`config.mk`:
```
export PLATFORM = sky130hd
export DESIGN_NAME = keypad_entry
export DESIGN_NICKNAME = d
export VERILOG_FILES = /design/src/rtl/keypad_entry.sv
export SDC_FILE = /design/constraint.sdc
export NUM_CORES = 1
export LEC_CHECK = 0
export BUFFER_PORTS_ARGS = -buffer_cell sky130_fd_sc_hd__buf_2
export CORE_ASPECT_RATIO = 0.7
export CORE_UTILIZATION = 35
export CTS_CLUSTER_DIAMETER = 200
export DETAILED_ROUTE_END_ITERATION = 8
export SETUP_SLACK_MARGIN = 0.15
export SYNTH_ARGS = -nofsm -noshare
export SYNTH_HDL_FRONTEND = slang
export SYNTH_SLANG_ARGS = --single-unit
```
`constraint.sdc`:
```
create_clock -name clock -period 2.4 [get_ports clock]
set_clock_uncertainty 0.15 [all_clocks]
set_input_delay 0.24 -clock clock [delete_from_list [all_inputs] [get_ports clock]]
set_output_delay 0.24 -clock clock [all_outputs]
set_load 0.02 [all_outputs]
```
`src/rtl/keypad_entry.sv`:
```
// keypad_entry: debounce, encode and accumulate keypad digits for the
// microwave controller timer load path.
//
// A 10-bit one-hot keypad is debounced by a four-state FSM
// (IDLE / DEBOUNCE / HELD / RELEASE). Each accepted press is encoded to BCD.
// Unless lock is high, each accepted press is also shifted into a 3-digit
// entry register (mins <- tens <- ones <- new key).
//
// Parameters:
//   DEBOUNCE_CYCLES  consecutive identical samples needed to accept a press
//                    or a release (>= 1)
//
// Ports:
//   clock        system clock, rising edge
//   clearn       asynchronous active-low reset
//   keypad[9:0]  one-hot keypad, bit i = key i
//   lock         freezes the entry register; presses are still reported
//   clear_entry  synchronous clear of entry digits and digit count
//   key_pulse    one-cycle strobe per accepted press
//   key_code     BCD code of the last accepted key
//   ones/tens/mins  entry digits (seconds ones, seconds tens, minutes)
//   digit_count  digits entered since clear, saturating at 3
//
// Build option:
//   KEYPAD_SYNC_EN  adds a 2-flop synchronizer on keypad (+2 cycles latency)
module keypad_entry #(
  parameter int DEBOUNCE_CYCLES = 2
) (
  input  logic       clock,
  input  logic       clearn,
  input  logic [9:0] keypad,
  input  logic       lock,
  input  logic       clear_entry,
  output logic       key_pulse,
  output logic [3:0] key_code,
  output logic [3:0] ones,
  output logic [3:0] tens,
  output logic [3:0] mins,
  output logic [1:0] digit_count
);

  localparam int unsigned CW = $clog2(DEBOUNCE_CYCLES + 1);
  localparam logic [CW-1:0] DB_TARGET = CW'(DEBOUNCE_CYCLES);

  typedef enum logic [1:0] {IDLE, DEBOUNCE, HELD, RELEASE} state_t;

  state_t        state, state_nxt;
  logic [CW-1:0] cnt, cnt_nxt, cnt_inc;
  logic [3:0]    cand_code, cand_code_nxt;
  logic [9:0]    kp;
  logic [3:0]    enc;
  logic          valid;
  logic          kp_zero;
  logic          accept;

`ifdef KEYPAD_SYNC_EN
  logic [9:0] sync_q1, sync_q2;

  always_ff @(posedge clock or negedge clearn) begin
    if (!clearn) begin
      sync_q1 <= '0;
      sync_q2 <= '0;
    end else begin
      sync_q1 <= keypad;
      sync_q2 <= sync_q1;
    end
  end

  assign kp = sync_q2;
`else
  assign kp = keypad;
`endif

  // Zero or several keys at once are treated as "no key".
  assign valid   = $onehot(kp);
  assign kp_zero = (kp == '0);
  assign cnt_inc = cnt + CW'(1);

  always_comb begin
    enc = '0;
    for (int unsigned i = 0; i < 10; i++) begin
      if (kp[i]) enc = 4'(i);
    end
  end

  always_ff @(posedge clock or negedge clearn) begin
    if (!clearn) begin
      state     <= IDLE;
      cnt       <= '0;
      cand_code <= '0;
    end else begin
      state     <= state_nxt;
      cnt       <= cnt_nxt;
      cand_code <= cand_code_nxt;
    end
  end

  always_comb begin
    state_nxt     = state;
    cnt_nxt       = cnt;
    cand_code_nxt = cand_code;
    accept        = 1'b0;
    case (state)
      IDLE: begin
        if (valid) begin
          cand_code_nxt = enc;
          cnt_nxt       = CW'(1);
          if (DEBOUNCE_CYCLES == 1) begin
            accept    = 1'b1;
            state_nxt = HELD;
          end else begin
            state_nxt = DEBOUNCE;
          end
        end
      end
      DEBOUNCE: begin
        if (valid && (enc == cand_code)) begin
          cnt_nxt = cnt_inc;
          if (cnt_inc == DB_TARGET) begin
            accept    = 1'b1;
            state_nxt = HELD;
          end
        end else begin
          cnt_nxt   = '0;
          state_nxt = IDLE;
        end
      end
      HELD: begin
        // The first zero sample already counts toward the release run.
        if (kp_zero) begin
          cnt_nxt = CW'(1);
          if (DEBOUNCE_CYCLES == 1) state_nxt = IDLE;
          else                      state_nxt = RELEASE;
        end
      end
      RELEASE: begin
        if (!kp_zero) begin
          state_nxt = HELD;
        end else begin
          cnt_nxt = cnt_inc;
          if (cnt_inc == DB_TARGET) begin
            cnt_nxt   = '0;
            state_nxt = IDLE;
          end
        end
      end
      default: begin
        state_nxt = IDLE;
        cnt_nxt   = '0;
      end
    endcase
  end

  // On an accept the current sample equals the candidate, so enc is the key.
  always_ff @(posedge clock or negedge clearn) begin
    if (!clearn) begin
      key_pulse   <= 1'b0;
      key_code    <= '0;
      ones        <= '0;
      tens        <= '0;
      mins        <= '0;
      digit_count <= '0;
    end else begin
      key_pulse <= accept;
      if (accept) key_code <= enc;
      if (clear_entry) begin
        ones        <= '0;
        tens        <= '0;
        mins        <= '0;
        digit_count <= '0;
      end else if (accept && !lock) begin
        mins <= tens;
        tens <= ones;
        ones <= enc;
        if (digit_count != 2'd3) digit_count <= digit_count + 2'd1;
      end
    end
  end

endmodule
```
After elaboration in Yosys (flattened, before gate mapping)
Cells that the tools add are included.

Bits in registers: 27. Input port bits: 14. Output and inout bits: 19. Logic and storage cells: 76.

Add/subtract/negate cells: 11. Eq/ne operators: 12. Muxes and demuxes: 33. Reduce and logical (&&, ||, !) cells: 11.

Operators by type and width (number): $mux 4 (12); $mux 2 (15); $pmux 2 s4 (2); $add 1x1->2 (5); $logic_not 10->1 (1); $ne 2x2->1 const B (4); $add 2x2->3 (2); $eq 2x2->1 const B (3); $ne 3x3->1 const B (2); $add 2x1->2 const B (2); $add 3x3->4 (1); $add 4x2->4 (1); $eq 4x1->1 const B (1); $eq 4x4->1 (1); $mux 1 (4); $reduce_and 2->1 (2); $reduce_and 4->1 (1); $reduce_bool 2->1 (2); $reduce_and 3->1 (1); $eq 2x1->1 const B (1); $logic_and 1x1->1 (2); $logic_not 2->1 (1); $logic_not 1->1 (1).

Longest topological paths before layout
Word-level depth: 16. Depth in mapped cells: 15. Depth with buffers taken out: 13.

Least setup slack after synthesis
Ideal clock, no wire load.

Kind: input port to flip-flop. From: input port keypad[0]. To: register key_code[2]. Setup time: 0.125 ns. Data arrival time: 3.819 ns. Data required time: 2.125 ns. Path slack: -1.694 ns. Stages: 14. Buffers on the path: 1. Cell sequence: fa_1 -> fa_1 -> inv_1 -> fa_1 -> inv_1 -> ha_1 -> inv_1 -> fa_1 -> a2111oi_4 -> o211ai_2 -> nor4b_4 -> and4b_1 -> buf_6 -> mux2_4.

Cells in the longest elaborated chain, start to end: 8.

RTL lines: start, declared (RTL line 31) `input logic [9:0] keypad,`; $add 1x1->2 (implied by the code) (RTL line 75) `assign valid = $onehot(kp);`; $add 2x2->3 (implied by the code) (RTL line 75); $add 3x3->4 (implied by the code) (RTL line 75); $add 4x2->4 (implied by the code) (RTL line 75); $eq 4x1->1 (RTL line 75); $logic_and 1x1->1 (RTL line 117) `if (valid && (enc == cand_code)) begin`; $mux 1 (RTL line 117); $mux 1 (RTL line 103) `case (state)`; net accept (RTL line 54) `logic accept;`; end signal, assigned (RTL line 165) `if (accept) key_code <= enc;`; end, declared (RTL line 35) `output logic [3:0] key_code,`.

The timed path passes the listed nets, and every way through them passes these cells. A chain may end at the register's enable or synchronous reset.

Final worst setup path
From: input port keypad[0]. To: register key_code[3].

Cells in the longest elaborated chain, start to end: 8.

RTL lines (RTL line): $add 1x1->2 (implied by the code) (75); $add 2x2->3 (implied by the code) (75); $add 3x3->4 (implied by the code) (75); $add 4x2->4 (implied by the code) (75); $eq 4x1->1 (75); $logic_and 1x1->1 (117); $mux 1 (117); $mux 1 (103).

No other way between the ends.

==> metrics.txt <==
Final Util 0.467; Vias per Instance 4.79; Design Power roughly 0.0014 W; asr flop ratio synth 1.00; vias in the first global route between 1000 and 1500; Max VDD drop about 0.44 mV; Ports 33; Post-synth EDFFs 0; placed wire-length estimate 2860 um; Initial Util 0.373; final hold violations 0; pin count of the biggest net entering global routing 28; worst-skew pair later-pin latency 0.28 ns; via count ~1400; ys flop type dfrtp_1; Clock power frac 0.186; clk slew on worst S/H paths 0.10 ns; Root Driver clkbuf_8; Overall Global Routing Usage 0.152; CTS tree done; Req. time, crit path ~2.4 ns; Die Width 88.3 um; Routed WL ~3700 um; max_slew headroom 0.598; DR iter-0 viols 67; gpl congestion around 0.77; grt total ovfl 0; failing checks setup timing; CP Capture Type register; pwr dens 634 nW/um^2; leakage roughly 1.1 nW; first-pass GRT wire length approximately 6500 um; WS Path Type input pin to register; syn_area_per_cell 10.8 sq um; fmax roughly 0.26 GHz; Worst Slack Setup Final -1.44 ns; Switch Pwr 0.000524 W; DR pass1 iterations 4; Ant. Diodes 0; DR DRC count 0; final worst path period need 3.84 ns; register share of total power 0.407; Synth Instances 169; post-synth cell types 47; Ys Warns 0; TNS Setup -35.05 ns; Area Overhead vs Synth 25.2%; Setup WS pre-CTS -1.71 ns; maximum fanout along the worst path 4; CTS H-tree lvls 1; crit start category input pin; worst-margin pin slew just over 0.6 ns; sw frac 0.362; Cell Area, Synth 1820 sq um; syn nets about 200; CTS Sinks 27; drt wl/cell 13.0 um; CP arrival about 3.9 ns; CTS Buffer Depth 2; Die Ht 62.4 um; initial antenna violation count 0; Internal Power around 0.0009 W; sequential cell area fraction in the yosys report 0.371; layout cells sized above 1 0.349; die area around 5500 sq um; core area just under 5000 sq um; IO buf count 32; RSZ-0062 raised after global routing true; Final Cycle Share 1.60; Slew Limit Fails 0; Fillers roughly 490; final setup violation count 27; # Max-Cap Violations 0; Yosys reg bits 27; fin nets around 250; antenna-violating nets left 0; Cell Rows 21; status complete, but fails checks; TritonCTS buffer count 3; HP Class input pin to register; logic gate share of total power 0.407
==> routing by layer <==
metal,up-vias,global-route usage,part of all wire
met4,0,0.0242,0.0065
li1,686,-,-
met3,5,0.0357,0.031
met2,18,0.213,0.44
met1,667,0.240,0.53
met5,-,0,0
==> registers in the layout (all words and copies together), names as in the netlist <==
signal and cells:
digit_count 2, state 2, ones 4, tens 4, key_code 4, mins 4, cnt 2, cand_code 4
key_pulse 1
==> path summary, 6_finish.rpt <==
path | startpoint | to | slack (ns) | depth (start not counted)
max | keypad[0] | key_code[3] | -1.44 | 14
min | keypad[9] | key_code[0] | 0.23 | 4
max reg2reg | cand_code[0] | key_code[3] | 0.24 | 5
min reg2reg | key_code[1] | key_code[1] | 0.38 | 2
max in group asynchronous | clearn | cnt[1] | 1.36 | 2
min in group asynchronous | clearn | mins[0] | 0.34 | 2
==> critical path, stage by stage <==
cell and delay (ns):
buf_6 0.10, fa_1 0.49, fa_1 0.52, inv_1 0.05, fa_1 0.44, inv_1 0.07, ha_2 0.18, inv_2 0.04
fa_2 0.37, a2111oi_4 0.28, o211ai_4 0.14, nor4b_4 0.29, and4b_2 0.34, mux2_4 0.31
==> cell usage in the layout, fill, tap and decap left out, types with 2 or more instances in the layout <==
master    count
buf_2        29
dfrtp_1      27
nand2b_1     19
buf_4        18
inv_1        17
mux2i_1      15
nor2_1       10
nand2_1       7
fa_1          5
ha_1          5
o21ai_1       4
buf_6         4
nand3b_1      3
mux2_4        3
clkbuf_8      3
or2_0         2
o311ai_0      2
o211ai_1      2
nor2b_1       2
nand4_1       2
a32oi_1       2
or3_1         2
==> stage by stage <==
step	cells	hold slack, ns	area (sq um)
3_5_place_dp	281	0.135	2160
5_1_grt	287	0.274	2280
3_3_place_gp	281	0.133	2160
4_1_cts	287	0.222	2270
2_1_floorplan	169	-0.206	1840
6_report	287	0.232	2280
==> layout make-up <==
cell class / count / area, sq um / share of cell area
clock buffer: 3 / 41.3 / 0.0181
clock inverter: 1 / 7.51 / 0.00329
inverter: 18 / 67.6 / 0.0296
multi-input combinational: 116 / 1050 / 0.459
sequential: 27 / 676 / 0.296
tap: 69 / 86.3 / 0.0378
timing repair buffer: 53 / 355 / 0.156
==> logic make-up (layout without fill, tap and decap cells) <==
family,after synthesis,after routing,synth area share
AO/OA/AOI/OAI,23,23,0.112
adder cells (fa/ha/maj),12,12,0.107
buffers and inverters,26,75,0.0755
flip-flops,27,27,0.371
multiplexers,19,19,0.111
AND/OR/NAND/NOR,62,62,0.224
==> power groups by stage <==
stage	Combinational, W	Sequential (W)	Clock, W
2_1_floorplan	0.000363	0.000591	0
3_3_place_gp	0.000507	0.000597	0
3_5_place_dp	0.000515	0.000597	0
4_1_cts	0.000561	0.000587	0.000278
5_1_grt	0.000655	0.000602	0.000301
6_report	0.000590	0.000590	0.000269
==> Yosys cell counts (3+ instances only) <==
library cell,n,area (sq um)
buf_6,3,33.8
clkbuf_1,3,11.3
dfrtp_1,27,676
fa_1,6,120
ha_1,6,75.1
inv_1,18,67.6
mux2i_1,15,150
nand2_1,7,26.3
nand2b_1,20,125
nand3b_1,3,22.5
nor2_1,10,37.5
o21ai_0,5,25.0
==> repair_timing <==
action / CTS / global route
hold buffers: 1 / 0
setup buffers: 1 / 0
resized for setup: 12 / 2
endpoints found under the hold margin: 27 / 0
pin swaps: 4 / 1
endpoints found under the setup margin: 27 / 27
(Power assumes the default switching activity.)
